**config.mk**
```make
export PLATFORM = sky130hd
export DESIGN_NAME = data_mem_arbiter
export DESIGN_NICKNAME = d
export VERILOG_FILES = /design/src/rtl/data_mem_arbiter.sv
export SDC_FILE = /design/constraint.sdc
export NUM_CORES = 1
export LEC_CHECK = 0
export BUFFER_PORTS_ARGS = -buffer_cell sky130_fd_sc_hd__buf_2
export CAP_MARGIN = 40
export CELL_PAD_IN_SITES_DETAIL_PLACEMENT = 2
export CELL_PAD_IN_SITES_GLOBAL_PLACEMENT = 2
export CORE_AREA = 2 2 318 320
export CTS_BUF_LIST = sky130_fd_sc_hd__clkbuf_8
export DETAILED_ROUTE_END_ITERATION = 8
export DIE_AREA = 0 0 320 322
export PLACE_DENSITY = 0.55
export SETUP_SLACK_MARGIN = 0.3
export SKIP_CTS_REPAIR_TIMING = 1
export SKIP_LAST_GASP = 1
export SLEW_MARGIN = 20
export SYNTH_ARGS = -nofsm -noshare
export SYNTH_HDL_FRONTEND = slang
export SYNTH_SLANG_ARGS = --single-unit
```
**constraint.sdc**
```tcl
create_clock -name clk -period 6.3 [get_ports clk]
set_clock_uncertainty 0.1 [all_clocks]
set_input_delay 1.575 -clock clk [delete_from_list [all_inputs] [get_ports clk]]
set_output_delay 1.575 -clock clk [all_outputs]
set_load 0.005 [all_outputs]
```
**src/rtl/data_mem_arbiter.sv**
```systemverilog
// Two-port arbiter for the data memory: the MEM-stage core port has priority,
// and the UART host port is served after STARVE_LIMIT consecutive core grants.
module data_mem_arbiter #(
  parameter int ADDR_W       = 16,
  parameter int DATA_W       = 128,
  parameter int STARVE_LIMIT = 4
) (
  input  logic              clk,
  input  logic              rst,
  input  logic              core_req,
  input  logic              core_we,
  input  logic [ADDR_W-1:0] core_addr,
  input  logic [DATA_W-1:0] core_wdata,
  output logic              core_gnt,
  output logic              core_stall,
  output logic              core_rvalid,
  output logic [DATA_W-1:0] core_rdata,
  input  logic              user_req,
  input  logic              user_we,
  input  logic [ADDR_W-1:0] user_addr,
  input  logic [DATA_W-1:0] user_wdata,
  output logic              user_gnt,
  output logic              user_rvalid,
  output logic [DATA_W-1:0] user_rdata,
  output logic              mem_en,
  output logic              mem_we,
  output logic [ADDR_W-1:0] mem_addr,
  output logic [DATA_W-1:0] mem_wdata,
  input  logic [DATA_W-1:0] mem_rdata
);

  typedef enum logic [1:0] {IDLE, CORE, USER} state_t;

  localparam logic [3:0] LIMIT = 4'(STARVE_LIMIT);

  state_t            state_reg, state_next;
  logic [3:0]        starve_cnt_reg;
  logic              rd_pending_reg;
  logic [DATA_W-1:0] core_rdata_reg, user_rdata_reg;
  logic              starved;

  assign starved = (starve_cnt_reg == LIMIT);

  always_ff @(posedge clk) begin
    if (rst) state_reg <= IDLE;
    else     state_reg <= state_next;
  end

  always_comb begin
    state_next = IDLE;
    if (core_gnt)      state_next = CORE;
    else if (user_gnt) state_next = USER;
  end

  // The state holds last cycle's owner, so it doubles as the owner field of the read tag.
  always_comb begin
    core_gnt    = 1'b0;
    user_gnt    = 1'b0;
    core_rvalid = 1'b0;
    user_rvalid = 1'b0;
    if (!rst) begin
      core_gnt    = core_req & ~(user_req & starved);
      user_gnt    = user_req & (~core_req | starved);
      core_rvalid = rd_pending_reg & (state_reg == CORE);
      user_rvalid = rd_pending_reg & (state_reg == USER);
    end
  end

  always_comb begin
    mem_we    = 1'b0;
    mem_addr  = '0;
    mem_wdata = '0;
    if (core_gnt) begin
      mem_we    = core_we;
      mem_addr  = core_addr;
      mem_wdata = core_wdata;
    end else if (user_gnt) begin
      mem_we    = user_we;
      mem_addr  = user_addr;
      mem_wdata = user_wdata;
    end
  end

  assign mem_en     = core_gnt | user_gnt;
  assign core_stall = core_req & ~core_gnt;

  always_ff @(posedge clk) begin
    if (rst) begin
      starve_cnt_reg <= 4'd0;
      rd_pending_reg <= 1'b0;
      core_rdata_reg <= '0;
      user_rdata_reg <= '0;
    end else begin
      rd_pending_reg <= mem_en & ~mem_we;
      if (user_gnt || !user_req)
        starve_cnt_reg <= 4'd0;
      else if (core_gnt && starve_cnt_reg < LIMIT)
        starve_cnt_reg <= starve_cnt_reg + 4'd1;
      if (core_rvalid) core_rdata_reg <= mem_rdata;
      if (user_rvalid) user_rdata_reg <= mem_rdata;
    end
  end

  // Read data flows through in the rvalid cycle and is held afterwards.
  assign core_rdata = core_rvalid ? mem_rdata : core_rdata_reg;
  assign user_rdata = user_rvalid ? mem_rdata : user_rdata_reg;

endmodule

```
==> impl_metrics.csv <==
group,metric,value,unit
placed_design,gp_congestion,0.937,
grt,grt_usage,14.1,%
power_and_ir_drop,powerDensity,210,nW/um^2
yosys,yosysWarnings,0,
yosys,synth_area,12400,sq um
yosys,synth.top_cell.area_share,42.5,%
timing,tightest_slew,0.789,ns
yosys,synth_ff_type,"dfxtp_1",
timing,relSlewSlack,47.4,%
floorplan,rows,116,
detailed_routing,routedWlPerCell,23.8,um
floorplan,die_y,322,um
worst_setup_path,reg2reg_depth,4,
worst_setup_path,worstPathArrival,3.53,ns
placed_design,io_buffers,828,
cts,clk_pin_slew,0.05,ns
cts,cts.sinks,263,
floorplan,coreArea,99600,sq um
cts,insertion_delay,0.63,ns
worst_setup_path,r2r-start,"state_reg[0]",
cts,cts_made_buffers,53,
final_layout,areaGrowthSynthToFinish,53.1,%
detailed_routing,dr.pass1.iters,4,
worst_hold_path,holdCritStartpoint,"starve_cnt_reg[3]",
timing,fin_crit,5.20,ns
grt,grt_pass1_vias,12900,
run_status,outcome,"finished, final reports clean",
detailed_routing,finalWirelength,76600,um
placed_design,post-place-ws,1.01,ns
timing,period_share,82.6,%
floorplan,die_w,320,um
detailed_routing,vias,11700,
worst_setup_path,cp_max_fo,35,
yosys,ys_seq_elements,263,
worst_setup_path,worstSetupStartpointType,"input port",
detailed_routing,drc,0,
grt,antenna_found_initial,62,
cts,clockBufferDepth,3,
timing,max_freq,192,MHz
yosys,ys_seq_area_share,42.5,%
run,drv_cap,0,
yosys,synth_top_area_cell,"dfxtp_1",
worst_setup_path,critical_path.endpoint_type,"primary output",
cts,cts_max_level,2,
final_layout,drive_above_1_share,61.6,%
worst_setup_path,rr_endpoint,"user_rdata_reg[42]",
worst_hold_path,worstHoldPathType,"flop to flop",
worst_setup_path,required,4.62,ns
placed_design,dpl.hpwl,64400,um
detailed_routing,drt-initial-drc-count,320,
timing,report.final.slew_viol_count,0,
cts,cts_tree,"built",
yosys,netlist_instances,1037,
power_and_ir_drop,ir_drop,0.111,mV
detailed_routing,antenna_left,0,
detailed_routing,post_drt_via_cell_ratio,3.64,
floorplan,start_util,12.4,%
timing,fin_setup_tns,0,ns
yosys,synth_area_leaders,"dfxtp_1 (43%), mux2_4 (13%), mux2_2 (12%), a22o_1 (10%), nor2b_1 (7.5%)",
yosys,synth.most_common_cell,"dfxtp_1",
floorplan,dieArea,103000,sq um
timing,setup_slack,1.10,ns
yosys,synth_cell_types,28,
grt,grt_max_degree,148,
yosys,synth_area_per_cell,11.9,sq um
yosys,syn_nets,1461,
worst_setup_path,rrSetupSlack,4.00,ns
grt,grt_first_pass_wirelength,103000,um
final_layout,nNetsFinal,2277,
cts,root_buffer,"clkbuf_8",
grt,gr-total-overflow,0,
yosys,synth_edf_count,0,
worst_hold_path,min_delay_path_depth,2,
yosys,async_flop_share,0,%
floorplan,io_pins,829,
worst_setup_path,worstSetupPathType,"input port to primary output",
timing,rsz0062_at_grt,"false",
yosys,synth_common_cells,"dfxtp_1 (263), nor2b_1 (149), a22o_1 (145)",
timing,finalSetupViolCount,0,
worst_hold_path,holdPathEnd,"starve_cnt_reg[3]",
power_and_ir_drop,power.leakage,9.83,nW
timing,hold_viol,0,
==> cell type report <==
cell class	count	area [sq um]
multi-input cells	680	6500
clock buffers	64	881
repair buffers	850	4440
flip-flops and latches	263	5270
well taps	1298	1620
clock inverters	31	164
inverters	5	18.8
fillers	11500	80600
diodes	30	75.1
==> where the power goes <==
part | internal (W) | switching (W) | leakage (nW) | total, W
clock | 0.000954 | 0.000794 | 0.606 | 0.00175
combinational | 0.000264 | 0.000288 | 7.10 | 0.000552
sequential | 0.00168 | 0.00000558 | 2.12 | 0.00169
total | 0.00290 | 0.00109 | 9.83 | 0.00399
==> critical path, stage by stage <==
cell and delay (ns):
buf_6 0.17, and4bb_4 0.86, buf_12 0.29, mux2_2 0.39, buf_2 0.15
==> placed cells by master (no fill, tap or decap) <==
master and instances:
clkinvlp_4 4, mux2i_1 1, o21a_1 1, ha_1 2, a221oi_1 1, o21a_4 1, buf_4 13, mux2_2 128
nand3b_1 1, mux2_1 19, mux2_4 109, clkinv_2 5, xnor2_1 1, nand3_1 1, and2b_1 109, a211oi_1 1
dfxtp_1 263, and4bb_4 2, nor2b_1 149, diode_2 30, nor2_1 5, or2_2 1, bufinv_16 1, buf_12 8
buf_2 827, a22o_1 145, buf_6 1, clkbuf_8 64, a211oi_4 1, inv_1 26, buf_16 1, a31oi_1 1
nor4b_1 1
==> kinds of logic (layout without fill, tap and decap cells) <==
family                   after synthesis  in the layout  share of synthesized area, %
buffers and inverters                 94            950                          5.18
multiplexers                         257            257                          26.7
AO/OA/AOI/OAI                        151            151                          10.7
adder cells (fa/ha/maj)                2              2                         0.202
flip-flops                           263            263                          42.5
XOR/XNOR                               1              1                        0.0707
other                                  0             30                             0
AND/OR/NAND/NOR                      269            269                          14.7
==> layer usage <==
| metal | global-route usage, % | wire length, um | vias to the layer above |
|---|---|---|---|
| met4 | 4.89 | 3120 | 32 |
| met1 | 13.4 | 25700 | 5709 |
| met5 | 0 | 198 | - |
| met3 | 4.73 | 5650 | 148 |
| met2 | 28.0 | 42000 | 521 |
| li1 | - | - | 5307 |
==> stage by stage <==
| stage | power (W) | std cells | hold slack (ns) | instance area [sq um] | utilization (%) |
|---|---|---|---|---|---|
| 2_1_floorplan | 0.00193 | 1037 | 0.338 | 12400 | - |
| 3_3_place_gp | 0.00228 | 3095 | 0.359 | 17800 | 17.9 |
| 3_5_place_dp | 0.00229 | 3095 | 0.397 | 17800 | 17.9 |
| 4_1_cts | 0.00411 | 3190 | 0.411 | 18900 | 18.9 |
| 5_1_grt | 0.00422 | 3196 | 0.448 | 18900 | 19.0 |
| 6_report | 0.00399 | 3221 | 0.404 | 19000 | 19.0 |
==> worst max-delay path by stage <==
stage / start / end / slack, ns
2_1_floorplan: rst / core_rdata[100] / 1.98
3_3_place_gp: rst / user_rdata[73] / 1.06
3_5_place_dp: rst / user_rdata[66] / 1.01
4_1_cts: rst / user_rdata[114] / 1.00
5_1_grt: rst / user_rdata[114] / 0.97
6_report: rst / user_rdata[114] / 1.10
Power figures use the tool's default switching activity.
